===== src/rtl/uart2sample_pkg.sv =====
// -----------------------------------------------------------------------------
// uart2sample_pkg
// Shared definitions for the UART receive-side byte-pair assembler.
//   state_e      : pairing FSM encodings (waiting for low / high byte)
//   BYTE_W       : width of one UART byte
//   SAMPLE_W     : width of an assembled sample
//   LOW_FIRST    : byte order on the wire, common with the transmit splitter
//   pack_sample  : places the two received bytes according to LOW_FIRST
// -----------------------------------------------------------------------------
package uart2sample_pkg;

    typedef enum logic {
        s_WAIT_LOW  = 1'b0,
        s_WAIT_HIGH = 1'b1
    } state_e;

    localparam int BYTE_W   = 8;
    localparam int SAMPLE_W = 16;

    localparam bit LOW_FIRST = 1'b1;

    // first_b is the byte received first, second_b the byte received second.
    function automatic logic [SAMPLE_W-1:0] pack_sample(input logic [BYTE_W-1:0] first_b,
                                                         input logic [BYTE_W-1:0] second_b);
        if (LOW_FIRST) begin
            return {second_b, first_b};
        end
        return {first_b, second_b};
    endfunction

endpackage


===== src/rtl/uart2sample_gap_timer.sv =====
// -----------------------------------------------------------------------------
// uart2sample_gap_timer
// Counts idle cycles between the low and high byte of a pair. The count
// saturates at GAP_TIMEOUT-1 (never wraps) and flags expiry there.
// Ports:
//   clk_i     : clock, rising edge
//   rst_i     : asynchronous active-high reset
//   clr_i     : clear count to zero (priority over run)
//   run_i     : advance count by one
//   expire_o  : count has reached GAP_TIMEOUT-1
// -----------------------------------------------------------------------------
module uart2sample_gap_timer #(
    parameter int GAP_TIMEOUT = 100000
) (
    input  logic clk_i,
    input  logic rst_i,
    input  logic clr_i,
    input  logic run_i,
    output logic expire_o
);

    localparam int CNT_W = $clog2(GAP_TIMEOUT + 1);
    localparam logic [CNT_W-1:0] LAST = CNT_W'(GAP_TIMEOUT - 1);

    logic [CNT_W-1:0] cnt_q, cnt_d;

    always_comb begin
        cnt_d = cnt_q;
        if (clr_i) begin
            cnt_d = '0;
        end else if (run_i && (cnt_q != LAST)) begin
            cnt_d = cnt_q + CNT_W'(1);
        end
    end

    always_ff @(posedge clk_i or posedge rst_i) begin
        if (rst_i) begin
            cnt_q <= '0;
        end else begin
            cnt_q <= cnt_d;
        end
    end

    assign expire_o = (cnt_q == LAST);

endmodule


===== src/rtl/uart2sample.sv =====
// -----------------------------------------------------------------------------
// uart2sample
// Pairs UART RX bytes (low byte first) into 16-bit samples and presents them
// to a consumer through a one-deep valid/ready holding register. A gap timer
// drops a lone low byte if its partner does not arrive in time.
// Ports:
//   in_clk, in_rst      : clock / asynchronous active-high reset
//   in_en               : receive enable; low drops any partial pair
//   in_rx_data/valid    : byte and 1-cycle strobe from the UART receiver
//   in_ready_sample     : consumer takes out_sample this cycle
//   out_sample/valid    : held sample and its valid flag
//   out_overrun         : 1-cycle pulse, completed sample dropped (holding full)
//   out_desync          : 1-cycle pulse, gap timeout discarded the low byte
// -----------------------------------------------------------------------------
module uart2sample
    import uart2sample_pkg::*;
#(
    parameter int GAP_TIMEOUT = 100000
) (
    input  logic                in_clk,
    input  logic                in_rst,
    input  logic                in_en,
    input  logic [BYTE_W-1:0]   in_rx_data,
    input  logic                in_rx_valid,
    input  logic                in_ready_sample,
    output logic [SAMPLE_W-1:0] out_sample,
    output logic                out_sample_valid,
    output logic                out_overrun,
    output logic                out_desync
);

    state_e              state_q, state_d;
    logic [BYTE_W-1:0]   low_q, low_d;
    logic [SAMPLE_W-1:0] sample_q, sample_d;
    logic                valid_q, valid_d;
    logic                overrun_q, overrun_d;
    logic                desync_q, desync_d;

    logic latch_low;
    logic complete;
    logic timer_run;
    logic timer_expire;

    assign timer_run = (state_q == s_WAIT_HIGH) && in_en && !in_rx_valid;

    uart2sample_gap_timer #(
        .GAP_TIMEOUT(GAP_TIMEOUT)
    ) u_gap_timer (
        .clk_i   (in_clk),
        .rst_i   (in_rst),
        .clr_i   (latch_low),
        .run_i   (timer_run),
        .expire_o(timer_expire)
    );

    // Pairing FSM. In WAIT_HIGH the enable wins, then an arriving byte, then
    // the timeout, so a byte landing on the expiry cycle still completes.
    always_comb begin
        state_d   = state_q;
        low_d     = low_q;
        latch_low = 1'b0;
        complete  = 1'b0;
        desync_d  = 1'b0;
        unique case (state_q)
            s_WAIT_LOW: begin
                if (in_en && in_rx_valid) begin
                    low_d     = in_rx_data;
                    latch_low = 1'b1;
                    state_d   = s_WAIT_HIGH;
                end
            end
            s_WAIT_HIGH: begin
                if (!in_en) begin
                    state_d = s_WAIT_LOW;
                end else if (in_rx_valid) begin
                    complete = 1'b1;
                    state_d  = s_WAIT_LOW;
                end else if (timer_expire) begin
                    desync_d = 1'b1;
                    state_d  = s_WAIT_LOW;
                end
            end
            default: state_d = s_WAIT_LOW;
        endcase
    end

    // Holding register: a new sample may replace one being consumed in the
    // same cycle; otherwise a full register keeps the old sample.
    always_comb begin
        sample_d  = sample_q;
        valid_d   = valid_q;
        overrun_d = 1'b0;
        if (complete) begin
            if (!valid_q || in_ready_sample) begin
                sample_d = pack_sample(low_q, in_rx_data);
                valid_d  = 1'b1;
            end else begin
                overrun_d = 1'b1;
            end
        end else if (valid_q && in_ready_sample) begin
            valid_d = 1'b0;
        end
    end

    always_ff @(posedge in_clk or posedge in_rst) begin
        if (in_rst) begin
            state_q   <= s_WAIT_LOW;
            low_q     <= '0;
            sample_q  <= '0;
            valid_q   <= 1'b0;
            overrun_q <= 1'b0;
            desync_q  <= 1'b0;
        end else begin
            state_q   <= state_d;
            low_q     <= low_d;
            sample_q  <= sample_d;
            valid_q   <= valid_d;
            overrun_q <= overrun_d;
            desync_q  <= desync_d;
        end
    end

    assign out_sample       = sample_q;
    assign out_sample_valid = valid_q;
    assign out_overrun      = overrun_q;
    assign out_desync       = desync_q;

endmodule

===== config.mk =====
export PLATFORM = sky130hd
export DESIGN_NAME = uart2sample
export DESIGN_NICKNAME = d
export VERILOG_FILES = /design/src/rtl/uart2sample_pkg.sv /design/src/rtl/uart2sample_gap_timer.sv /design/src/rtl/uart2sample.sv
export SDC_FILE = /design/constraint.sdc
export NUM_CORES = 1
export LEC_CHECK = 0
export CORE_MARGIN = 10
export CORE_UTILIZATION = 57
export DETAILED_ROUTE_END_ITERATION = 10
export GPL_TIMING_DRIVEN = 0
export PLACE_DENSITY_LB_ADDON = 0.1
export SLEW_MARGIN = 25
export SYNTH_ARGS = -nofsm -noshare
export SYNTH_HDL_FRONTEND = slang
export SYNTH_SLANG_ARGS = --single-unit

===== constraint.sdc =====
create_clock -name in_clk -period 2.96 [get_ports in_clk]
set_clock_uncertainty 0.1 [all_clocks]
set_input_delay 0.444 -clock in_clk [delete_from_list [all_inputs] [get_ports in_clk]]
set_output_delay 0.444 -clock in_clk [all_outputs]
set_load 0.05 [all_outputs]

==> summary.md <==
| Metric | Value |
|---|---|
| DP Wirelength | `3270 µm` |
| Hold Vio Cnt, Final | `0` |
| Synth top area cells | `dfrtp_1 (55%), mux2_2 (8.9%), nand2_1 (7.2%)` |
| Synthesis Warnings | `0` |
| Combinational Power Share | `0.355` |
| H-tree levels | `2` |
| Hold slack final | `0.297 ns` |
| DP Cell Count | `261` |
| Sw power | `0.000602 W` |
| Routed len/inst | `15.6 µm` |
| Global-route wire length before repair | `7370 µm` |
| Post-Syn Instances | `183` |
| Max cap viols | `0` |
| Async SR Flop Fraction | `1.00` |
| Setup-failing EPs final | `0` |
| Critical path arrival | `1.54 ns` |
| Slew Limit Fails | `0` |
| Crit-path leading delay family | `buffers and inverters` |
| Antenna-violating nets left | `0` |
| CTS sink cnt | `45` |
| CP Class | `reg2out` |
| Root Driver | `clkbuf_4` |
| Antenna violations before repair | `0` |
| Hold-fix buffers, CTS | `0` |
| Commonest cells in the netlist | `dfrtp_1 (45), nand2_1 (39), mux2_2 (16)` |
| EDFF count, synth | `0` |
| Cts bufs inserted | `5` |
| Worst-path clk slew | `0.13 ns` |
| Register area share after synthesis | `0.553` |
| Final WL | `4200 µm` |
| Synth unique cells | `37` |
| Slew HR | `0.607` |
| Nets@finish | `236` |
| CTS tree | `yes` |
| Site Rows | `21` |
| Hold WC Path Type | `in2async` |
| Max VDD drop | `0.000394 V` |
| Synth Register Bits | `45` |
| Largest area contributor in the netlist | `dfrtp_1` |
| Worst reg-to-reg path cell count | `7` |
| Most frequent cell after synthesis | `dfrtp_1` |
| Aggregate global-route resource usage | `0.145` |
| Primary FF master, synth | `dfrtp_1` |
| Clk network pwr share | `0.172` |
| Leakage | `1.12 nW` |
| Area share of the largest cell type after synthesis | `0.553` |
| Buffers inserted by post-CTS timing repair | `0` |
| Syn nets | `197` |
| Switching share of power | `0.373` |
| Drt first pass iters | `4` |
| Int Power | `0.00101 W` |
| Drt via density | `5.46` |
| Die Span X | `79.8 µm` |
| Vias in the first global route | `1,521` |
| Final setup TNS | `0 ns` |
| Final cell count without fillers | `269` |
| Final worst slack | `0.874 ns` |
| CP Buf/Inv Count | `1` |
| Worst Setup Start Kind | `register` |
| Finished Cell Area | `0.00248 mm²` |
| Worst-skew pair later-pin latency | `0.35 ns` |
| Fin crit period | `2.09 ns` |
| Largest stage delay, worst path | `0.83 ns` |
| RSZ-0062 raised after global routing | `no` |
| Tightest Pin Transition | `0.588 ns` |
| Syn avg cell area | `11.1 µm²` |
| Crit-path max FO | `2` |
| Crit path required time | `2.42 ns` |
| Critical Path Sink Type | `output port` |
| Dpl cell area | `0.00242 mm²` |
| ANT cells | `0` |
| Pre-CTS setup slack | `0.654 ns` |
| Outcome | `completed` |
| Initial Util | `0.601` |
| Cell Chain, Critical Path | `clkdlybuf4s50_1` |
| Sequential share of power | `0.473` |
| Remaining Overflow, GRT | `0` |
| DR DRC count | `0` |
| Clock tree buffer depth | `2` |
| Final Cycle Share | `0.705` |
| CP max stage cell | `clkdlybuf4s50_1` |
| Layout cell share with drive strength beyond 1 | `0.166` |
| Maximum clock rate | `479 MHz` |
| Die height | `79.8 µm` |
| DR iter-0 viols | `83` |
| RePlAce Congestion | `0.890` |
| Cell area power density | `651 mW/mm²` |
| Top Ports | `32` |
| Port-buffer cells | `31` |
| Post-cts sizing count | `0` |
| Via count | `1,470` |
| Largest net degree at the start of global routing | `28` |
| Core Area | `0.00339 mm²` |
| Layout area overhead | `21.6%` |
| Post-Syn Area | `0.00204 mm²` |
| CP Depth | `1` |
| Die Footprint | `0.00636 mm²` |
[cells by family after synthesis]
kind of cell	share of synthesized area
buffers and inverters	0.0326
AO/OA/AOI/OAI	0.0449
XOR/XNOR	0.0258
adder cells (fa/ha/maj)	0.00615
flip-flops	0.553
AND/OR/NAND/NOR	0.234
multiplexers	0.103
[power groups by stage]
| stage | sequential [W] | clock, W | combinational, W |
|---|---|---|---|
| after floorplan | 0.00103 | 0 | 0.000113 |
| after global placement | 0.000765 | 0 | 0.000565 |
| after detailed placement | 0.000777 | 0 | 0.000579 |
| after CTS | 0.000764 | 0.000289 | 0.000581 |
| after global routing | 0.000776 | 0.000320 | 0.000597 |
| final | 0.000762 | 0.000278 | 0.000572 |
[worst paths after layout]
check | endpoint | from | slack (ns)
worst max-delay path | out_sample[13] | out_sample[13]$_DFFE_PP0P_ | 0.87
worst min-delay path | out_desync$_DFF_PP0_ | in_rst | 0.30
worst max register to register | u_gap_timer.cnt_q[2]$_DFFE_PP0P_ | u_gap_timer.cnt_q[0]$_DFFE_PP0P_ | 0.95
worst min register to register | low_q[5]$_DFFE_PP0P_ | low_q[5]$_DFFE_PP0P_ | 0.39
max in group asynchronous | out_sample[15]$_DFFE_PP0P_ | in_rst | 1.98
min in group in_clk | low_q[5]$_DFFE_PP0P_ | low_q[5]$_DFFE_PP0P_ | 0.39
[flip-flops by register name, summed over array words and instances, names as in the netlist]
name               cells
out_overrun            1
u_gap_timer.cnt_q     17
out_sample_valid       1
out_desync             1
state_q                1
low_q                  8
out_sample            16
[per-layer routing]
| layer | GRT usage | routed length, µm | up-vias |
|---|---|---|---|
| met4 | 0.0493 | 57 | 0 |
| met5 | 0 | 0 | - |
| li1 | - | - | 707 |
| met2 | 0.235 | 2020 | 41 |
| met3 | 0.0495 | 330 | 5 |
| met1 | 0.177 | 1790 | 717 |
[stage by stage]
stage,util,power (W)
floorplan,-,0.00114
global placement,0.709,0.00133
detailed placement,0.715,0.00136
CTS,0.731,0.00163
global route,0.731,0.00169
finish,0.731,0.00161
[cells in the final DEF, fill, tap and decap left out, types with 2 or more instances in the layout]
| master | count |
|---|---|
| o31ai_1 | 2 |
| buf_2 | 2 |
| inv_1 | 4 |
| mux2i_1 | 3 |
| and4_1 | 4 |
| a21oi_1 | 2 |
| clkdlybuf4s50_1 | 31 |
| nand2_1 | 39 |
| o211ai_1 | 2 |
| nand3_1 | 11 |
| nand4_1 | 7 |
| dfrtp_1 | 45 |
| clkbuf_4 | 5 |
| nor2_1 | 13 |
| buf_6 | 2 |
| clkbuf_1 | 4 |
| mux2_2 | 16 |
| or3_1 | 2 |
| xor2_1 | 6 |
[area by class of cell]
class                   count  area [µm²]
clock inverters             1        7.51
well taps                  46        57.6
inverters                   5        18.8
clock buffers               7        45.0
flip-flops and latches     45        1130
repair buffers             32         330
plain buffers               7        47.5
multi-input cells         126         843
fillers                   222         913
No activity file was read; power rests on OpenSTA's default activity.
